### config.mk
export PLATFORM = sky130hd
export DESIGN_NAME = video_capture
export DESIGN_NICKNAME = d
export VERILOG_FILES = /design/src/rtl/video_capture_pkg.sv /design/src/rtl/vc_edge_det.sv /design/src/rtl/video_capture.sv
export SDC_FILE = /design/constraint.sdc
export NUM_CORES = 1
export LEC_CHECK = 0
export ABC_CLOCK_PERIOD_IN_PS = 2600
export BUFFER_PORTS_ARGS = -buffer_cell sky130_fd_sc_hd__buf_2
export CAP_MARGIN = 20
export CORE_ASPECT_RATIO = 1.5
export CORE_UTILIZATION = 55
export CTS_BUF_LIST = sky130_fd_sc_hd__clkbuf_4
export DETAILED_ROUTE_END_ITERATION = 8
export GPL_TIMING_DRIVEN = 0
export HOLD_SLACK_MARGIN = 0.15
export PLACE_DENSITY_LB_ADDON = 0.05
export SLEW_MARGIN = 40
export SYNTH_ARGS = -nofsm -noshare
export SYNTH_HDL_FRONTEND = slang
export SYNTH_SLANG_ARGS = --single-unit
export TNS_END_PERCENT = 100
### constraint.sdc
create_clock -name clk_sys_i -period 2.6 [get_ports clk_sys_i]
set_input_delay 0.26 -clock clk_sys_i [delete_from_list [all_inputs] [get_ports clk_sys_i]]
set_output_delay 0.26 -clock clk_sys_i [all_outputs]
set_load 0.02 [all_outputs]
### src/rtl/video_capture_pkg.sv
// Shared types and index-width helpers for the video capture block.
package video_capture_pkg;

    typedef enum logic [1:0] {
        StIdle,
        StArmed,
        StCapture
    } vc_state_e;

    typedef logic [23:0] rgb_t;

    localparam int unsigned DefaultMaxW = 512;
    localparam int unsigned DefaultMaxH = 512;

    // Index width for a dimension of n entries, never narrower than one bit.
    function automatic int unsigned idx_w(input int unsigned n);
        return (n <= 1) ? 1 : $clog2(n);
    endfunction

    localparam int unsigned DefaultXW = idx_w(DefaultMaxW);
    localparam int unsigned DefaultYW = idx_w(DefaultMaxH);

endpackage

### src/rtl/vc_edge_det.sv
// Pixel-enable qualified register with rise/fall detection against the previous sample.
module vc_edge_det (
    input  logic clk_i,
    input  logic rst_i,
    input  logic ce_i,
    input  logic d_i,
    output logic q_o,
    output logic rise_o,
    output logic fall_o
);

    logic q_q, prev_q;

    always_ff @(posedge clk_i) begin
        if (rst_i) begin
            q_q    <= 1'b0;
            prev_q <= 1'b0;
        end else if (ce_i) begin
            q_q    <= d_i;
            prev_q <= q_q;
        end
    end

    assign q_o    = q_q;
    assign rise_o = q_q & ~prev_q;
    assign fall_o = ~q_q & prev_q;

endmodule

### src/rtl/video_capture.sv
// Captures whole frames from the pixel stream into framebuffer writes and measures geometry.
module video_capture
    import video_capture_pkg::*;
#(
    parameter int unsigned MAX_W  = 512,
    parameter int unsigned MAX_H  = 512,
    parameter int unsigned HTOT_W = 12,
    localparam int unsigned XW    = idx_w(MAX_W),
    localparam int unsigned YW    = idx_w(MAX_H)
) (
    input  logic              clk_sys_i,
    input  logic              reset_i,
    input  logic              ce_pix_i,
    input  logic              capture_en_i,
    input  logic [7:0]        vga_r_i,
    input  logic [7:0]        vga_g_i,
    input  logic [7:0]        vga_b_i,
    input  logic              vga_hs_i,
    input  logic              vga_vs_i,
    input  logic              vga_hb_i,
    input  logic              vga_vb_i,
    output logic              fb_we_o,
    output logic [XW-1:0]     fb_x_o,
    output logic [YW-1:0]     fb_y_o,
    output logic [23:0]       fb_data_o,
    output logic              frame_done_o,
    output logic [15:0]       frame_count_o,
    output logic [XW:0]       active_w_o,
    output logic [YW:0]       active_h_o,
    output logic [HTOT_W-1:0] h_total_o,
    output logic [HTOT_W-1:0] v_total_o,
    output logic              overflow_o,
    output logic              geom_err_o
);

    localparam logic [XW:0]       XLimit = (XW + 1)'(MAX_W);
    localparam logic [YW:0]       YLimit = (YW + 1)'(MAX_H);
    localparam logic [XW:0]       XOne   = {{XW{1'b0}}, 1'b1};
    localparam logic [YW:0]       YOne   = {{YW{1'b0}}, 1'b1};
    localparam logic [HTOT_W-1:0] HOne   = {{(HTOT_W - 1){1'b0}}, 1'b1};

    logic ce_q, cap_en_q;
    rgb_t rgb_q;

    always_ff @(posedge clk_sys_i) begin
        if (reset_i) begin
            ce_q     <= 1'b0;
            cap_en_q <= 1'b0;
            rgb_q    <= '0;
        end else begin
            ce_q <= ce_pix_i;
            if (ce_pix_i) begin
                cap_en_q <= capture_en_i;
                rgb_q    <= {vga_r_i, vga_g_i, vga_b_i};
            end
        end
    end

    logic hs_lvl, hs_rise, hs_fall, vs_lvl, vs_rise, vs_fall;
    logic hb_lvl, hb_rise, hb_fall, vb_lvl, vb_rise, vb_fall;

    vc_edge_det u_hs (.clk_i(clk_sys_i), .rst_i(reset_i), .ce_i(ce_pix_i), .d_i(vga_hs_i),
                      .q_o(hs_lvl), .rise_o(hs_rise), .fall_o(hs_fall));
    vc_edge_det u_vs (.clk_i(clk_sys_i), .rst_i(reset_i), .ce_i(ce_pix_i), .d_i(vga_vs_i),
                      .q_o(vs_lvl), .rise_o(vs_rise), .fall_o(vs_fall));
    vc_edge_det u_hb (.clk_i(clk_sys_i), .rst_i(reset_i), .ce_i(ce_pix_i), .d_i(vga_hb_i),
                      .q_o(hb_lvl), .rise_o(hb_rise), .fall_o(hb_fall));
    vc_edge_det u_vb (.clk_i(clk_sys_i), .rst_i(reset_i), .ce_i(ce_pix_i), .d_i(vga_vb_i),
                      .q_o(vb_lvl), .rise_o(vb_rise), .fall_o(vb_fall));

    logic unused_edges;
    assign unused_edges = ^{hs_lvl, hs_fall, vs_lvl, vs_fall, hb_fall};

    vc_state_e         state_q, state_d;
    logic [XW:0]       x_q, x_d, ref_q, ref_d, active_w_q, active_w_d;
    logic [YW:0]       y_q, y_d, active_h_q, active_h_d;
    logic              ref_vld_q, ref_vld_d, frame_done_q, frame_done_d;
    logic [15:0]       frame_count_q, frame_count_d;
    logic [HTOT_W-1:0] hcnt_q, hcnt_d, h_total_q, h_total_d;
    logic [HTOT_W-1:0] vcnt_q, vcnt_d, v_total_q, v_total_d, vinc;
    logic              ovf_q, ovf_d, geom_q, geom_d;

    // The pixel coincident with the starting vb fall already belongs to the new frame.
    logic start_cap, cap_act, pix_act, x_in, y_in;
    assign start_cap = (state_q == StArmed) && vb_fall && cap_en_q;
    assign cap_act   = (state_q == StCapture) || start_cap;
    assign pix_act   = ce_q && cap_act && !hb_lvl && !vb_lvl;
    assign x_in      = x_q < XLimit;
    assign y_in      = y_q < YLimit;

    always_comb begin
        state_d       = state_q;
        x_d           = x_q;
        y_d           = y_q;
        ref_d         = ref_q;
        ref_vld_d     = ref_vld_q;
        frame_done_d  = 1'b0;
        frame_count_d = frame_count_q;
        active_w_d    = active_w_q;
        active_h_d    = active_h_q;
        hcnt_d        = hcnt_q;
        h_total_d     = h_total_q;
        vcnt_d        = vcnt_q;
        v_total_d     = v_total_q;
        vinc          = vcnt_q;
        ovf_d         = ovf_q;
        geom_d        = geom_q;
        if (ce_q) begin
            if (hs_rise) begin
                h_total_d = hcnt_q;
                hcnt_d    = HOne;
            end else if (hcnt_q != '1) begin
                hcnt_d = hcnt_q + HOne;
            end
            if (hs_rise && vcnt_q != '1) vinc = vcnt_q + HOne;
            if (vs_rise) begin
                v_total_d = vinc;
                vcnt_d    = '0;
            end else begin
                vcnt_d = vinc;
            end

            unique case (state_q)
                StIdle:    if (vb_rise) state_d = StArmed;
                StArmed:   if (start_cap) state_d = StCapture;
                StCapture: if (vb_rise) state_d = StArmed;
                default:   state_d = StIdle;
            endcase

            if (cap_act) begin
                if (pix_act) begin
                    if (x_in) x_d = x_q + XOne;
                    if (!x_in || !y_in) ovf_d = 1'b1;
                end
                // Line close runs before frame close so a coincident last line is counted.
                if (hb_rise && x_q != '0) begin
                    if (!ref_vld_q) begin
                        ref_d     = x_q;
                        ref_vld_d = 1'b1;
                    end else if (x_q != ref_q) begin
                        geom_d = 1'b1;
                    end
                    if (y_in) y_d = y_q + YOne;
                    x_d = '0;
                end
                if (vb_rise) begin
                    active_w_d    = ref_vld_d ? ref_d : '0;
                    active_h_d    = y_d;
                    frame_done_d  = 1'b1;
                    frame_count_d = frame_count_q + 16'd1;
                    ref_vld_d     = 1'b0;
                    x_d           = '0;
                    y_d           = '0;
                end
            end
        end
    end

    always_ff @(posedge clk_sys_i) begin
        if (reset_i) begin
            state_q       <= StIdle;
            x_q           <= '0;
            y_q           <= '0;
            ref_q         <= '0;
            ref_vld_q     <= 1'b0;
            frame_done_q  <= 1'b0;
            frame_count_q <= '0;
            active_w_q    <= '0;
            active_h_q    <= '0;
            hcnt_q        <= '0;
            h_total_q     <= '0;
            vcnt_q        <= '0;
            v_total_q     <= '0;
            ovf_q         <= 1'b0;
            geom_q        <= 1'b0;
        end else begin
            state_q       <= state_d;
            x_q           <= x_d;
            y_q           <= y_d;
            ref_q         <= ref_d;
            ref_vld_q     <= ref_vld_d;
            frame_done_q  <= frame_done_d;
            frame_count_q <= frame_count_d;
            active_w_q    <= active_w_d;
            active_h_q    <= active_h_d;
            hcnt_q        <= hcnt_d;
            h_total_q     <= h_total_d;
            vcnt_q        <= vcnt_d;
            v_total_q     <= v_total_d;
            ovf_q         <= ovf_d;
            geom_q        <= geom_d;
        end
    end

    assign fb_we_o       = pix_act && x_in && y_in;
    assign fb_x_o        = x_q[XW-1:0];
    assign fb_y_o        = y_q[YW-1:0];
    assign fb_data_o     = rgb_q;
    assign frame_done_o  = frame_done_q;
    assign frame_count_o = frame_count_q;
    assign active_w_o    = active_w_q;
    assign active_h_o    = active_h_q;
    assign h_total_o     = h_total_q;
    assign v_total_o     = v_total_q;
    assign overflow_o    = ovf_q;
    assign geom_err_o    = geom_q;

endmodule

---- Yosys cells after proc, flatten, opt, wreduce, memory -nomap -nowiden ----
Index checks and enable logic that the tools add are counted.
operators by class
  add/subtract/negate cells ............... 5
  $lt $le $gt $ge ......................... 2
  equality and inequality tests ........... 7
  mux-type cells .......................... 22
  bitwise operators ....................... 12
  reduce and logical (&&, ||, !) cells .... 31
operators with widths
  kind                                                             number
  10-bit two-way mux                                               10
  12-bit two-way mux                                               4
  12-bit by 1-bit adder with 12-bit output, second input constant  2
  12-bit != test, second input constant                            2
  10-bit by 1-bit adder with 10-bit output, second input constant  2
  10-bit less-than comparator, second input constant               2
  16-bit by 1-bit adder with 16-bit output, second input constant  1
  10-bit != test                                                   1
  10-bit nonzero test                                              1
  1-bit logical AND                                                9
  2-bit AND reduction                                              4
  4-bit AND reduction                                              2
  1-bit inverter                                                   7
  3-bit AND reduction                                              2
  3-bit nonzero test                                               2
  1-bit bitwise AND                                                5
  1-bit two-way mux                                                5
  5-bit AND reduction                                              1
  1-bit zero test                                                  4
  2-bit two-way mux                                                2
  2-bit case mux with 2 select lines                               1
  3-bit OR reduction                                               1
  2-bit by 1-bit == test with 1-bit output, second input constant  1
  2-bit == test, second input constant                             1
  6 further kinds                                                  7
storage, ports and cells
  register bits after elaboration ......... 154
  bits of input ports ..................... 32
  output and inout bits ................... 106
  word-level logic and storage cells ...... 105

---- Longest topological paths before layout ----
  word-level depth ........................ 11
  mapped depth ............................ 7
  gate-level depth less buffers ........... 6

---- Cells and area by module ----
A second synthesis with hierarchy kept.
unflattened totals
  cells, all modules ...................... 876
  area total of the unflattened synthesis .. 7531.0 µm²
by module, submodules not included
  module         times used  cells an instance  area each (µm²)  sequential area each (µm²)
  video_capture  1           844                7210.7           2922.8
  vc_edge_det    4           8                  80.1             40.0

---- Least setup slack after synthesis ----
OpenSTA, ideal clock, no wires.
  kind .................................... register to register
  from .................................... register x_q[0]
  to ...................................... register active_h_q[9], in the netlist active_h_o[9]
  library setup time ...................... 0.091 ns
  arrival time ............................ 1.836 ns
  data required time ...................... 2.509 ns
  slack ................................... 0.673 ns
  stages on the path, launching flop included .. 7
  path buffers ............................ 0
  clock period less this slack ............ 1.927 ns
  cells stage by stage .................... dfxtp_1 -> inv_1 -> ha_1 -> nor2b_1 -> a31o_2 -> or4_1 -> a311oi_1
between the ends
  cells in the longest elaborated chain, start to end .. 3
ends and longest elaborated chain
  what                      line                  RTL
  start: declaration        video_capture.sv:75   logic [XW:0] x_q, x_d, ref_q, ref_d, active_w_q, active_w_d;
  start signal: assignment  video_capture.sv:162  x_q <= '0;
  start signal: assignment  video_capture.sv:178  x_q <= x_d;
  10-bit nonzero test       video_capture.sv:136  if (hb_rise && x_q != '0) begin
  1-bit logical AND         video_capture.sv:136
  10-bit two-way mux        video_capture.sv:136
  end signal: assignment    video_capture.sv:185  active_h_q <= active_h_d;
  end: declaration          video_capture.sv:76   logic [YW:0] y_q, y_d, active_h_q, active_h_d;
Every way passes these cells.
A chain may end at the register's enable or synchronous reset.

---- Worst setup path after layout ----
  from .................................... register u_vb.q_q, in the netlist u_vb.q_o
  to ...................................... output port fb_we_o
between the ends
  cells in the longest elaborated chain, start to end .. 10
  elaborated cells on any way between the ends .. 11
  those cells by class .................... 2 x bitwise; 9 x reduce/logical
ends and longest elaborated chain
  what                                line                  RTL
  start: declaration                  vc_edge_det.sv:12     logic q_q, prev_q;
  start signal: assignment            vc_edge_det.sv:19     q_q <= d_i;
  1-bit inverter                      vc_edge_det.sv:26     assign fall_o = ~q_q & prev_q;
  1-bit bitwise AND                   vc_edge_det.sv:26
  1-bit logical AND (2 in a row)      video_capture.sv:85   assign start_cap = (state_q == StArmed) && vb_fall && cap_en_q;
  1-bit logical OR                    video_capture.sv:86   assign cap_act = (state_q == StCapture) || start_cap;
  1-bit logical AND (2 in a row)      video_capture.sv:87   assign pix_act = ce_q && cap_act && !hb_lvl && !vb_lvl;
  1-bit logical AND (*)               video_capture.sv:87
  1-bit logical AND (*) (2 in a row)  video_capture.sv:195  assign fb_we_o = pix_act && x_in && y_in;
  end: declaration                    video_capture.sv:22   output logic fb_we_o,
Every way passes the cells marked *; elsewhere a longest branch is shown, timed or not.

==> impl_metrics.ini <==
[global_route]
grt_pass1_vias = 6635
grt_start_max_net_pins = 17
antenna_found_initial = 1
grt_usage_pct = 30.1
grt_first_pass_wirelength_um = 32200
grt_overflow_total = 0

[finish]
syn_to_final_growth_pct = 20.4
layout-drive-gt1-share_pct = 19.6
regArea_um2 = 3080
nNetsFinal = 1076
multi_input_area_um2 = 3760
final_cell_mix = 154 x dfxtp_1, 143 x buf_2, 88 x nand2_1
nFillCells = 1173
layout_commonest_cell = dfxtp_1

[timing]
worstMarginPinSlew_ps = 796
fin_crit_sh_pct = 93.0
max_freq_mhz = 413
setup_violations = 0
tns_ps = 0
fin_crit_ps = 2420
hold_viol = 0
clock_skew_ps = 20.6
rsz0062_at_grt = no
slew_headroom_pct = 46.9
slew_violations = 0

[logic_synthesis]
ys_ff_latch = 154
yosysSeqAreaShare_pct = 42.4
synthTopCellsByArea = dfxtp_1 42%, mux2i_1 6.5%, nand2_1 4.5%, nor2_1 3.9%, a21oi_1 3.2%
synth_fp_nets = 887
ys_types = 67
syn_area_per_cell_um2 = 8.56
synthCells = 849
synth_edf_count = 0
synth_top_area_share_pct = 42.4
yosysTopAreaCell = dfxtp_1
synth_ff_type = dfxtp_1
synth_area_um2 = 7270
async_reset_ff_share_pct = 0
yosysWarnings = 0

[routing]
vias = 7154
routedWlPerCell_um = 16.6
drt_iter0_drc = 399
antenna_left = 0
vias_per_cell = 5.91
firstDrtPassIters = 7
drc = 0
routed_wl_um = 20200

[hold_path]
whs_endpoint = fb_data_o[14]
hold_path_class = primary input to flop
min_from = vga_g_i[6]
whs_path_depth = 4

[place]
gp_congestion = 0.901
place.port_buffers = 136
dp_hpwl_um = 14200

[clock_tree]
clk_pin_slew_ps = 150
cts.htree.levels = 4
clock-root-buffer = clkbuf_4
cts_buffer_depth = 2
numClockSinks = 154
cts_buffers = 17
clock_latency_ps = 570
cts_tree = done

[die]
core_um2 = 13000
die_h_um = 143
pin_count = 138
dieArea_um2 = 13700
start_util_pct = 56.1
num_rows = 51
die_w_um = 95.9

[run]
cap_violations = 0

[critical_path]
worstPathRequired_ps = 2340
r2r-end = x_q[0]
arrival_ps = 2160
r2r_start = u_vb.q_o
critPathCaptureType = output port
startpoint_type = flop
crit_fanout = 10
crit_type = flop to output port
ff2ff_path_depth = 7
rrSetupSlack_ps = 230

[power]
swShare_pct = 29.1
p_int_mw = 2.94
p_seq_share_pct = 59.0
switchingPower_mw = 1.20
p_clk_share_pct = 32.3
power.share.combinational_pct = 8.7
power_density_nw_per_um2 = 473
p_leak_nw = 3.44
power_mw = 4.14
peakVddDrop_uv = 344

[outcome]
status = complete, no violations
cell usage after synthesis (7+ instances only):
cell type,count
o31ai_1,12
nor3_1,7
o211ai_1,10
buf_4,18
clkbuf_1,47
a311oi_1,17
buf_2,7
nor2_1,75
and3_1,7
o21ai_0,44
nand2_1,88
or3_1,25
a211oi_1,12
nand2b_1,7
xor2_1,10
a31oi_1,16
xnor2_1,7
a21oi_1,47
or4_1,15
nand4_1,20
dfxtp_1,154
nand3_1,27
nor3b_1,7
inv_1,18
mux2i_1,47
metal layers:
metal	global-route usage, %	vias up	routed length [um]
li1	-	3491	-
met1	34.9	3344	8210
met2	52.7	264	10200
met3	5.64	55	1120
met4	13.6	0	609
met5	0	-	0
critical path, cell delays in order, from the launching register on:
cell      delay [ps]
dfxtp_1          350
buf_2            180
nand3b_1         290
o22ai_4          280
nand2_1          150
nor2_1           150
buf_2            180
final cells by class:
cell class                 count  share of cell area [%]
buffer                        77                    4.26
inverter                      20                   0.900
antenna                        1                  0.0286
sequential                   154                    35.2
clock buffer                  17                    1.46
multi-input combinational    598                    43.0
tap                          159                    2.27
clock inverter                15                    1.31
timing repair buffer         170                    11.6
flip-flops by register name, indices dropped and copies added, names as in the netlist, 12 cells and up:
register and flops:
fb_data_o 24, frame_count_o 16, h_total_o 12, hcnt_q 12
v_total_o 12, vcnt_q 12
timing repair:
action | in CTS | in global routing
buffers inserted | 0 | 2
endpoints found under the hold margin | 33 | 0
gates resized for setup | 1 | 3
setup endpoints to repair | 1 | 1
hold buffers | 32 | 0
per-stage QoR:
| step | setup WS (ps) | util, % | hold WS (ps) | area, um2 | cells |
|---|---|---|---|---|---|
| after floorplan | 673 | - | 407 | 7270 | 849 |
| final | 181 | 67.6 | 445 | 8760 | 1211 |
| after detailed placement | 257 | 62.9 | 438 | 8150 | 1144 |
| after global placement | 354 | 62.9 | 426 | 8150 | 1144 |
| after global routing | 19.6 | 67.6 | 439 | 8760 | 1211 |
| after CTS | 26.3 | 67.3 | 418 | 8720 | 1208 |
cell families (layout without fill, tap and decap cells):
family,after synthesis,after routing,synth area share [%]
adder cells (fa/ha/maj),6,6,1.03
buffers and inverters,97,299,6.16
other,0,1,0
AO/OA/AOI/OAI,205,205,19.0
AND/OR/NAND/NOR,323,323,22.9
multiplexers,47,47,6.47
XOR/XNOR,17,17,2.05
flip-flops,154,154,42.4
worst max-delay path by stage:
| stage | from | to | cells past startpoint |
|---|---|---|---|
| after global routing | ce_q | v_total_o[6] | 6 |
| after detailed placement | vcnt_q[3] | v_total_o[3] | 6 |
| after global placement | vcnt_q[3] | v_total_o[3] | 6 |
| after floorplan | x_q[0] | active_h_o[9] | 6 |
| final | u_vb.q_o | fb_we_o | 6 |
| after CTS | ce_q | fb_we_o | 5 |
power groups by stage:
stage	registers, mW	clock network (mW)	logic, mW
floorplan	2.52	0	0.167
global placement	2.49	0	0.305
detailed placement	2.49	0	0.309
CTS	2.44	1.36	0.347
global route	2.45	1.45	0.387
finish	2.44	1.34	0.359
Note: power is estimated with default switching activity, not from simulation.
